**src/rtl/hex_seq_pkg.sv**
```systemverilog
// rtl/hex_seq_pkg.sv - register map, control bits and font for the HEX display sequencer
package hex_seq_pkg;

  localparam logic [2:0] ADDR_DIGIT0 = 3'd0;
  localparam logic [2:0] ADDR_DIGIT1 = 3'd1;
  localparam logic [2:0] ADDR_DIGIT2 = 3'd2;
  localparam logic [2:0] ADDR_DIGIT3 = 3'd3;
  localparam logic [2:0] ADDR_DIGIT4 = 3'd4;
  localparam logic [2:0] ADDR_DIGIT5 = 3'd5;
  localparam logic [2:0] ADDR_CTRL   = 3'd6;
  localparam logic [2:0] ADDR_RATE   = 3'd7;

  localparam int CTRL_SCROLL_EN  = 0;
  localparam int CTRL_BLINK_EN   = 1;
  localparam int CTRL_SCROLL_DIR = 2;

  localparam logic [6:0] SEG_BLANK = 7'h7F;

  // Active-low, bit order g..a
  localparam logic [6:0] FONT [16] = '{
    7'h40, 7'h79, 7'h24, 7'h30, 7'h19, 7'h12, 7'h02, 7'h78,
    7'h00, 7'h10, 7'h08, 7'h03, 7'h46, 7'h21, 7'h06, 7'h0E
  };

endpackage

```
**src/rtl/hex7seg_decoder.sv**
```systemverilog
// rtl/hex7seg_decoder.sv - combinational hex nibble to active-low 7-segment lookup
module hex7seg_decoder (
  input  logic [3:0] nibble,
  output logic [6:0] seg
);
  import hex_seq_pkg::*;

  assign seg = FONT[nibble];

endmodule

```
**src/rtl/hex_display_sequencer.sv**
```systemverilog
// rtl/hex_display_sequencer.sv - Avalon-MM slave driving six HEX displays with scroll and blink
module hex_display_sequencer #(
  parameter int TICK_DIV   = 50000,
  parameter int RATE_W     = 16,
  parameter int NUM_DIGITS = 6
) (
  input  logic        clk_clk,
  input  logic        reset_reset_n,
  input  logic [2:0]  avs_address,
  input  logic        avs_write,
  input  logic [31:0] avs_writedata,
  input  logic        avs_read,
  output logic [31:0] avs_readdata,
  input  logic [5:0]  display_enable,
  output logic [41:0] hex_segments
);
  import hex_seq_pkg::*;

  localparam int PRESC_W = (TICK_DIV > 1) ? $clog2(TICK_DIV) : 1;
  localparam logic [PRESC_W-1:0] PRESC_MAX = PRESC_W'(TICK_DIV - 1);

  logic [3:0]        digit_q [NUM_DIGITS];
  logic [3:0]        digit_d [NUM_DIGITS];
  logic [2:0]        ctrl_q, ctrl_d;
  logic [RATE_W-1:0] rate_q, rate_d;
  logic [PRESC_W-1:0] presc_q, presc_d;
  logic [RATE_W-1:0] cnt_q, cnt_d;
  logic [2:0]        offset_q, offset_d;
  logic              blink_phase_q, blink_phase_d;
  logic [31:0]       rdata_q, rdata_d;
  logic [41:0]       seg_q, seg_d;

  logic              tick;
  logic              step;
  logic              ctrl_wr;
  logic [RATE_W:0]   cnt_inc;
  logic [6:0]        font_seg [NUM_DIGITS];
  logic              unused_wdata;

  assign unused_wdata = ^avs_writedata[31:RATE_W];

  for (genvar g = 0; g < NUM_DIGITS; g++) begin : g_dec
    hex7seg_decoder u_dec (
      .nibble (digit_q[g]),
      .seg    (font_seg[g])
    );
  end

  function automatic logic [2:0] rot_sel(input logic [2:0] off, input int pos);
    int s;
    s = int'(off) + pos;
    if (s >= NUM_DIGITS) s -= NUM_DIGITS;
    return 3'(s);
  endfunction

  always_comb begin
    tick    = (presc_q == PRESC_MAX);
    presc_d = tick ? '0 : presc_q + PRESC_W'(1);

    // >= compare so a RATE rewritten below the running count fires on the next tick
    cnt_inc = {1'b0, cnt_q} + {{RATE_W{1'b0}}, 1'b1};
    step    = 1'b0;
    cnt_d   = cnt_q;
    if (tick) begin
      if ((rate_q != '0) && (cnt_inc >= {1'b0, rate_q})) begin
        step  = 1'b1;
        cnt_d = '0;
      end else begin
        cnt_d = cnt_inc[RATE_W-1:0];
      end
    end
  end

  always_comb begin
    ctrl_wr = avs_write && (avs_address == ADDR_CTRL);
    for (int i = 0; i < NUM_DIGITS; i++) begin
      digit_d[i] = digit_q[i];
      if (avs_write && (avs_address == ADDR_DIGIT0 + 3'(i))) digit_d[i] = avs_writedata[3:0];
    end
    ctrl_d = ctrl_wr ? avs_writedata[2:0] : ctrl_q;
    rate_d = (avs_write && (avs_address == ADDR_RATE)) ? avs_writedata[RATE_W-1:0] : rate_q;

    rdata_d = rdata_q;
    if (avs_read) begin
      case (avs_address)
        ADDR_DIGIT0: rdata_d = {28'd0, digit_q[0]};
        ADDR_DIGIT1: rdata_d = {28'd0, digit_q[1]};
        ADDR_DIGIT2: rdata_d = {28'd0, digit_q[2]};
        ADDR_DIGIT3: rdata_d = {28'd0, digit_q[3]};
        ADDR_DIGIT4: rdata_d = {28'd0, digit_q[4]};
        ADDR_DIGIT5: rdata_d = {28'd0, digit_q[5]};
        ADDR_CTRL:   rdata_d = {29'd0, ctrl_q};
        ADDR_RATE:   rdata_d = 32'(rate_q);
        default:     rdata_d = '0;
      endcase
    end
  end

  always_comb begin
    offset_d      = offset_q;
    blink_phase_d = blink_phase_q;
    if (step && ctrl_q[CTRL_SCROLL_EN]) begin
      if (ctrl_q[CTRL_SCROLL_DIR]) offset_d = (offset_q == 3'd0) ? 3'd5 : offset_q - 3'd1;
      else                         offset_d = (offset_q == 3'd5) ? 3'd0 : offset_q + 3'd1;
    end
    if (step && ctrl_q[CTRL_BLINK_EN]) blink_phase_d = ~blink_phase_q;
    // Clearing an enable bit snaps the state home, overriding a coincident step
    if (ctrl_wr && !avs_writedata[CTRL_SCROLL_EN]) offset_d = 3'd0;
    if (ctrl_wr && !avs_writedata[CTRL_BLINK_EN])  blink_phase_d = 1'b1;
  end

  always_comb begin
    seg_d = '1;
    for (int i = 0; i < NUM_DIGITS; i++) begin
      if (!display_enable[i] || (ctrl_q[CTRL_BLINK_EN] && !blink_phase_q))
        seg_d[7*i +: 7] = SEG_BLANK;
      else
        seg_d[7*i +: 7] = font_seg[rot_sel(offset_q, i)];
    end
  end

  always_ff @(posedge clk_clk or negedge reset_reset_n) begin
    if (!reset_reset_n) begin
      for (int i = 0; i < NUM_DIGITS; i++) digit_q[i] <= '0;
      ctrl_q        <= '0;
      rate_q        <= '0;
      presc_q       <= '0;
      cnt_q         <= '0;
      offset_q      <= '0;
      blink_phase_q <= 1'b1;
      rdata_q       <= '0;
      seg_q         <= '1;
    end else begin
      for (int i = 0; i < NUM_DIGITS; i++) digit_q[i] <= digit_d[i];
      ctrl_q        <= ctrl_d;
      rate_q        <= rate_d;
      presc_q       <= presc_d;
      cnt_q         <= cnt_d;
      offset_q      <= offset_d;
      blink_phase_q <= blink_phase_d;
      rdata_q       <= rdata_d;
      seg_q         <= seg_d;
    end
  end

  assign avs_readdata = rdata_q;
  assign hex_segments = seg_q;

endmodule
```
**config.mk**
```make
export PLATFORM = sky130hd
export DESIGN_NAME = hex_display_sequencer
export DESIGN_NICKNAME = d
export VERILOG_FILES = /design/src/rtl/hex_seq_pkg.sv /design/src/rtl/hex7seg_decoder.sv /design/src/rtl/hex_display_sequencer.sv
export SDC_FILE = /design/constraint.sdc
export NUM_CORES = 1
export LEC_CHECK = 0
export CORE_ASPECT_RATIO = 2
export CORE_MARGIN = 2
export CORE_UTILIZATION = 45
export CTS_CLUSTER_SIZE = 8
export DETAILED_ROUTE_END_ITERATION = 12
export PLACE_DENSITY = 0.71
export SLEW_MARGIN = 40
export SYNTH_ARGS = -nofsm -noshare
export SYNTH_HDL_FRONTEND = slang
export SYNTH_SLANG_ARGS = --single-unit
```
**constraint.sdc**
```tcl
create_clock -name clk_clk -period 4.2 [get_ports clk_clk]
set_input_delay 1.26 -clock clk_clk [delete_from_list [all_inputs] [get_ports clk_clk]]
set_output_delay 1.26 -clock clk_clk [all_outputs]
set_load 0.02 [all_outputs]
```
==> impl_metrics.json, run 1 <==
{
  "cts.clk_slew.worst_paths_ns": 0.06,
  "clock_latency_ns": 0.43,
  "track_usage_pct": 21.5,
  "rsz0062_at_grt": "false",
  "min_from": "presc_q[0]",
  "power_density_nw_per_um2": 595,
  "status": "complete, no violations",
  "p_clk_share_pct": 22.1,
  "crit_type": "reg -> reg",
  "pwr-share-comb_pct": 47.5,
  "cts_hold_buf": 0,
  "nFillCells": 1828,
  "start_util_pct": 45.5,
  "post-route-drc-count": 0,
  "synthCells": 979,
  "cts_setup_buffers": 0,
  "syn2layout_area_growth_pct": 16.9,
  "cp_top_family": "compound AO/OA/AOI/OAI gates",
  "synth_async_sr_flop_share_pct": 100,
  "fin_area_sq_um": 11000,
  "worstReg2RegStart": "cnt_q[0]",
  "power_w": 0.00657,
  "routed_wl_mm": 23.1,
  "synth_edf_count": 0,
  "cts-resized-gates": 0,
  "grt_first_pass_wirelength_mm": 38.2,
  "max_stage_delay_ns": 0.52,
  "sw_frac_of_total_pct": 40.4,
  "hpwl_mm": 17.1,
  "synth.top_cell.area_share_pct": 24.9,
  "pin_count": 119,
  "tightest_slew_ns": 0.711,
  "grt_max_degree": 86,
  "worst_clock_skew_ns": 0.0103,
  "finalHoldViolCount": 0,
  "cp-start-kind": "flop",
  "antenna_found_initial": 0,
  "hold_path_depth": 1,
  "slew_headroom_pct": 52.4,
  "synthDistinctLibCells": 65,
  "ctsRootBufferMaster": "clkbuf_16",
  "cap_violations": 0,
  "synth-seq-area-share_pct": 36.9,
  "r2r_end": "cnt_q[2]",
  "nNetsFinal": 1147,
  "cts.sink_count": 137,
  "cts_tree": "yes",
  "hp-class": "reg -> reg",
  "wl_per_cell_microns": 17.4,
  "required_ns": 4.56,
  "fp.dieW_microns": 106,
  "mappedNetlistArea_sq_um": 9440,
  "synthTopCellsByArea": "dfrtp_1 (25%), dfstp_2 (12%), mux2i_1 (10%)",
  "ys_warn_count": 0,
  "min_period_ns": 3.84,
  "power_frac_seq_pct": 30.4,
  "period_share_pct": 91.5,
  "die_h_microns": 209,
  "r2r_cells": 12,
  "setup_viol": 0,
  "fin_tns_setup_ns": 0,
  "maxSlewViolCount": 0,
  "via_per_inst": 5.64,
  "dieArea_sq_um": 22200,
  "peakVddDrop_uv": 346,
  "rows": 75,
  "final_layout_size_suffix_gt1_share_pct": 16.3,
  "fmax_mhz": 260,
  "worst_hold_path.endpoint": "presc_q[0]",
  "crit_path_top_delay_cell": "a211o_1",
  "crit_start": "cnt_q[0]",
  "grt_overflow": 0,
  "first_pass_iters": 5,
  "yosys.area.top_type": "dfrtp_1",
  "p_leak_nw": 4.91,
  "routabilityCongestion": 0.940,
  "crit_chain": "ha_1 -> nand3_1 -> nor4_1 -> nand2_1 -> xnor2_1 -> ha_1 -> a21o_1 -> a21o_1 -> a221o_1 -> a211o_1 -> nor2_1 -> a22o_1",
  "p_int_w": 0.00391,
  "coreArea_sq_um": 20700,
  "dp_cells": 1293,
  "clockBufferDepth": 2,
  "drtIter0Drc": 486,
  "placed_area_sq_um": 10500,
  "ant_nets": 0,
  "critPathMaxFanout": 19,
  "p_sw_w": 0.00266,
  "end_kind": "flop",
  "worst-path-buf-inv": 0,
  "vias": 7475,
  "ys_ff_latch": 137,
  "r2r_setup_slack_ns": 0.36,
  "finalNonFillerCells": 1325,
  "n_antenna_cell": 0,
  "avgSynthCellArea_sq_um": 9.64,
  "crit_arrival_ns": 4.21,
  "port_buffers": 86,
  "h-tree-depth": 4,
  "cts_buffers": 17,
  "grt_pass1_vias": 7387,
  "ys.flop_type": "dfrtp_1"
}
-- metal layers --
layer,global-route usage [%],vias to the layer above,routed length [microns]
li1,-,3591,-
met1,27.1,3623,9770
met2,36.6,217,11700
met3,3.34,44,921
met4,8.69,0,721
met5,0,-,0
-- registers in the layout (all words and copies together) (netlist names) --
name and flops:
blink_phase_q 1, rate_q 16, avs_readdata 16, hex_segments 42, offset_q 3, ctrl_q 3
digit_q 24, cnt_q 16, presc_q 16
-- kinds of logic (layout without fill, tap and decap cells) --
group	count (synthesis)	count (layout)	synth area share (%)
compound gates	199	199	13.6
simple gates	255	255	13.3
other cells	1	16	0.0397
flops	137	137	36.9
xor+xnor	30	30	2.86
buf+inv	134	196	6.14
fa+ha+maj	59	59	7.82
mux	164	164	19.4
-- power by group through the flow --
stage	clock network, W	registers, W	logic (W)
after floorplan	0	0.00214	0.00195
after global placement	0	0.00200	0.00302
after detailed placement	0	0.00202	0.00308
after CTS	0.00148	0.00200	0.00309
after global routing	0.00153	0.00204	0.00337
final	0.00145	0.00199	0.00312
-- how the worst max path moves through the flow --
stage | endpoint | cells after the start
2_1_floorplan | cnt_q[9] | 12
3_3_place_gp | cnt_q[2] | 12
3_5_place_dp | cnt_q[7] | 12
4_1_cts | cnt_q[2] | 12
5_1_grt | cnt_q[15] | 15
6_report | cnt_q[2] | 12
-- layout by cell type (no fill, tap or decap), types with 12 or more instances in the layout --
cell,instances
buf_4,15
dfrtp_1,94
nand2b_1,12
nor2_1,43
mux2i_1,97
clkdlybuf4s50_1,85
xnor2_1,16
mux2_2,58
nand3_1,26
conb_1,16
clkbuf_16,17
o21ai_0,70
inv_1,61
nand2_1,92
ha_1,59
nor3_1,18
xor2_1,13
dfstp_2,43
a21oi_1,36
-- Yosys cell counts (all sizes together), types with 12 or more instances --
master,count
nand2b,12
nand4,13
dfstp,43
nor3,18
a21oi,36
clkbuf,40
nand3,26
buf,31
xnor2,17
dfrtp,94
o21ai,72
nand2,92
xor2,13
mux2,58
inv,63
nor2,43
ha,59
mux2i,97
-- final cells by class --
class	count	area (sq um)	share of cell area, %
multi-input combinational	723	5440	49.3
sequential	137	3480	31.5
tap	269	337	3.05
timing repair buffer	101	977	8.85
clock buffer	17	425	3.85
inverter	63	236	2.14
clock inverter	15	141	1.28
-- metrics by stage --
step | worst slack, ns | hold slack, ns | util [%]
after floorplan | 1.11 | 0.455 | -
after global placement | 0.497 | 0.467 | 50.5
after detailed placement | 0.420 | 0.485 | 50.5
after CTS | 0.384 | 0.493 | 53.2
after global routing | 0.0917 | 0.522 | 53.2
final | 0.356 | 0.492 | 53.2
No activity file was read; power rests on OpenSTA's default activity.
==> run 2: changes to the inputs <==
SLEW_MARGIN = 10   (was 40)
==> run 2 against run 1 <==
Die area did not move; core utilization barely moved; first-iteration DRC count fell by 5.1%; highest routed layer unchanged.
==> impl_metrics.json, run 2 (synthesized netlist as in run 1, its figures left out) <==
{
  "die_h_microns": 209,
  "setup_viol": 0,
  "crit_arrival_ns": 4.12,
  "cts-resized-gates": 0,
  "period_share_pct": 89.5,
  "grt_pass1_vias": 7444,
  "slew_headroom_pct": 33.3,
  "port_buffers": 86,
  "h-tree-depth": 4,
  "hp-class": "reg -> reg",
  "nNetsFinal": 1147,
  "grt_max_degree": 86,
  "required_ns": 4.56,
  "clockBufferDepth": 2,
  "n_antenna_cell": 0,
  "post-route-drc-count": 0,
  "hpwl_mm": 17.1,
  "cap_violations": 0,
  "worstReg2RegStart": "cnt_q[0]",
  "start_util_pct": 45.5,
  "r2r_cells": 12,
  "worst_hold_slack_ns": 0.491,
  "cp-start-kind": "flop",
  "grt_overflow": 0,
  "largest_reg_flops": 42,
  "cts_setup_buffers": 0,
  "rsz0062_at_grt": "false",
  "vias": 7417,
  "end_kind": "flop",
  "fin_area_sq_um": 11000,
  "fin_tns_setup_ns": 0,
  "finalHoldViolCount": 0,
  "placed_area_sq_um": 10500,
  "p_leak_nw": 4.90,
  "final_layout_size_suffix_gt1_share_pct": 16.1,
  "dp_cells": 1293,
  "peakVddDrop_uv": 382,
  "first_pass_iters": 5,
  "pin_count": 119,
  "hold_path_depth": 1,
  "status": "complete, no violations",
  "mostFrequentLayoutCells": "mux2i_1 (97), dfrtp_1 (94), nand2_1 (92)",
  "finalNonFillerCells": 1325,
  "r2r_end": "cnt_q[2]",
  "power_density_nw_per_um2": 593,
  "worst_hold_path.endpoint": "presc_q[11]",
  "tightest_slew_ns": 0.993,
  "maxSlewViolCount": 0,
  "ant_nets": 0,
  "wl_per_cell_microns": 17.4,
  "ctsRootBufferMaster": "clkbuf_16",
  "routabilityCongestion": 0.940,
  "syn2layout_area_growth_pct": 16.9,
  "final_common_cell": "mux2i_1",
  "cts.clk_slew.worst_paths_ns": 0.06,
  "track_usage_pct": 21.6,
  "dp_slack_ns": 0.438,
  "rows": 75,
  "cts_tree": "yes",
  "drtIter0Drc": 461,
  "grt_first_pass_wirelength_mm": 38.4,
  "fin_ws_ns": 0.441,
  "cts_hold_buf": 0,
  "fp.dieW_microns": 106,
  "critPathMaxFanout": 19,
  "crit_type": "reg -> reg",
  "clock_latency_ns": 0.43,
  "via_per_inst": 5.60,
  "cts_buffers": 17,
  "dieArea_sq_um": 22200,
  "antenna_found_initial": 0,
  "fmax_mhz": 266,
  "r2r_setup_slack_ns": 0.44,
  "min_from": "presc_q[11]",
  "min_period_ns": 3.76,
  "coreArea_sq_um": 20700,
  "routed_wl_mm": 23.0,
  "cts.sink_count": 137,
  "worst_clock_skew_ns": 0.00742
}
## run 2: cell count changes in the layout (fill, tap and decap cells not counted)
| cell | change |
|---|---|
| and4_1 | +1 |
| clkbuf_8 | -1 |
| clkinv_2 | -1 |
| and4_2 | -1 |
| inv_6 | -1 |
| o21ai_1 | +1 |
| buf_6 | +1 |
| o21ai_2 | -1 |
| clkinvlp_4 | +2 |
## run 2: critical path, cell delays in order, from the launching register on
cell and delay, ns:
dfrtp_1 0.45, ha_1 0.27, nand3_1 0.15, nor4_1 0.42
nand2_1 0.12, xnor2_1 0.22, ha_1 0.29, a21o_1 0.16
a21o_1 0.17, a221o_1 0.26, a211o_1 0.52, nor2_1 0.42
a22o_1 0.22
## run 2: where the power goes
group / switching [W] / internal, W
sequential: 0.000275 / 0.00172
clock: 0.000619 / 0.000824
combinational: 0.00174 / 0.00136
total: 0.00264 / 0.00391
## run 2: worst max path at each step
stage	slack [ns]	to	start	depth (start not counted)
after floorplan	1.11	cnt_q[9]	cnt_q[0]	12
after global routing	0.12	cnt_q[15]	cnt_q[0]	15
after global placement	0.50	cnt_q[2]	cnt_q[0]	12
final	0.44	cnt_q[2]	cnt_q[0]	12
after CTS	0.41	cnt_q[2]	cnt_q[0]	12
after detailed placement	0.44	cnt_q[9]	cnt_q[0]	12
## run 2: stage by stage
step                power, W  util (%)
finish               0.00655      53.2
CTS                  0.00656      53.2
floorplan            0.00409         -
global route         0.00694      53.2
detailed placement   0.00509      50.5
global placement     0.00502      50.5
## run 2: final cells by class
cell class | instances | area, sq um
Timing Repair Buffer | 101 | 975
Multi-Input combinational cell | 723 | 5430
Inverter | 63 | 236
Clock buffer | 17 | 425
Fill cell | 1857 | 9710
Sequential cell | 137 | 3480
Tap cell | 269 | 337
Clock inverter | 15 | 143
## run 2: per-layer routing
metal / wire (microns) / track usage (%) / share of wire [%]
met5: 0 / 0 / 0
met4: 840 / 9.85 / 3.6
met3: 801 / 3.18 / 3.5
met2: 11500 / 36.2 / 50
met1: 9830 / 27.4 / 43
==> run 3: changes to the inputs <==
--- a/config.mk
+++ b/config.mk
@@ -12,2 +12,3 @@
 export DETAILED_ROUTE_END_ITERATION = 12
+export GPL_ROUTABILITY_DRIVEN = 1
 export PLACE_DENSITY = 0.71
--- a/constraint.sdc
+++ b/constraint.sdc
@@ -3,2 +3,2 @@
 set_output_delay 1.26 -clock clk_clk [all_outputs]
-set_load 0.02 [all_outputs]
+set_load 0.01 [all_outputs]
==> results of run 3 <==
Same layout as run 2 (identical final DEF). Status: complete, no violations.
Main changes from that run: total power 0.00655 W -> 0.00639 W
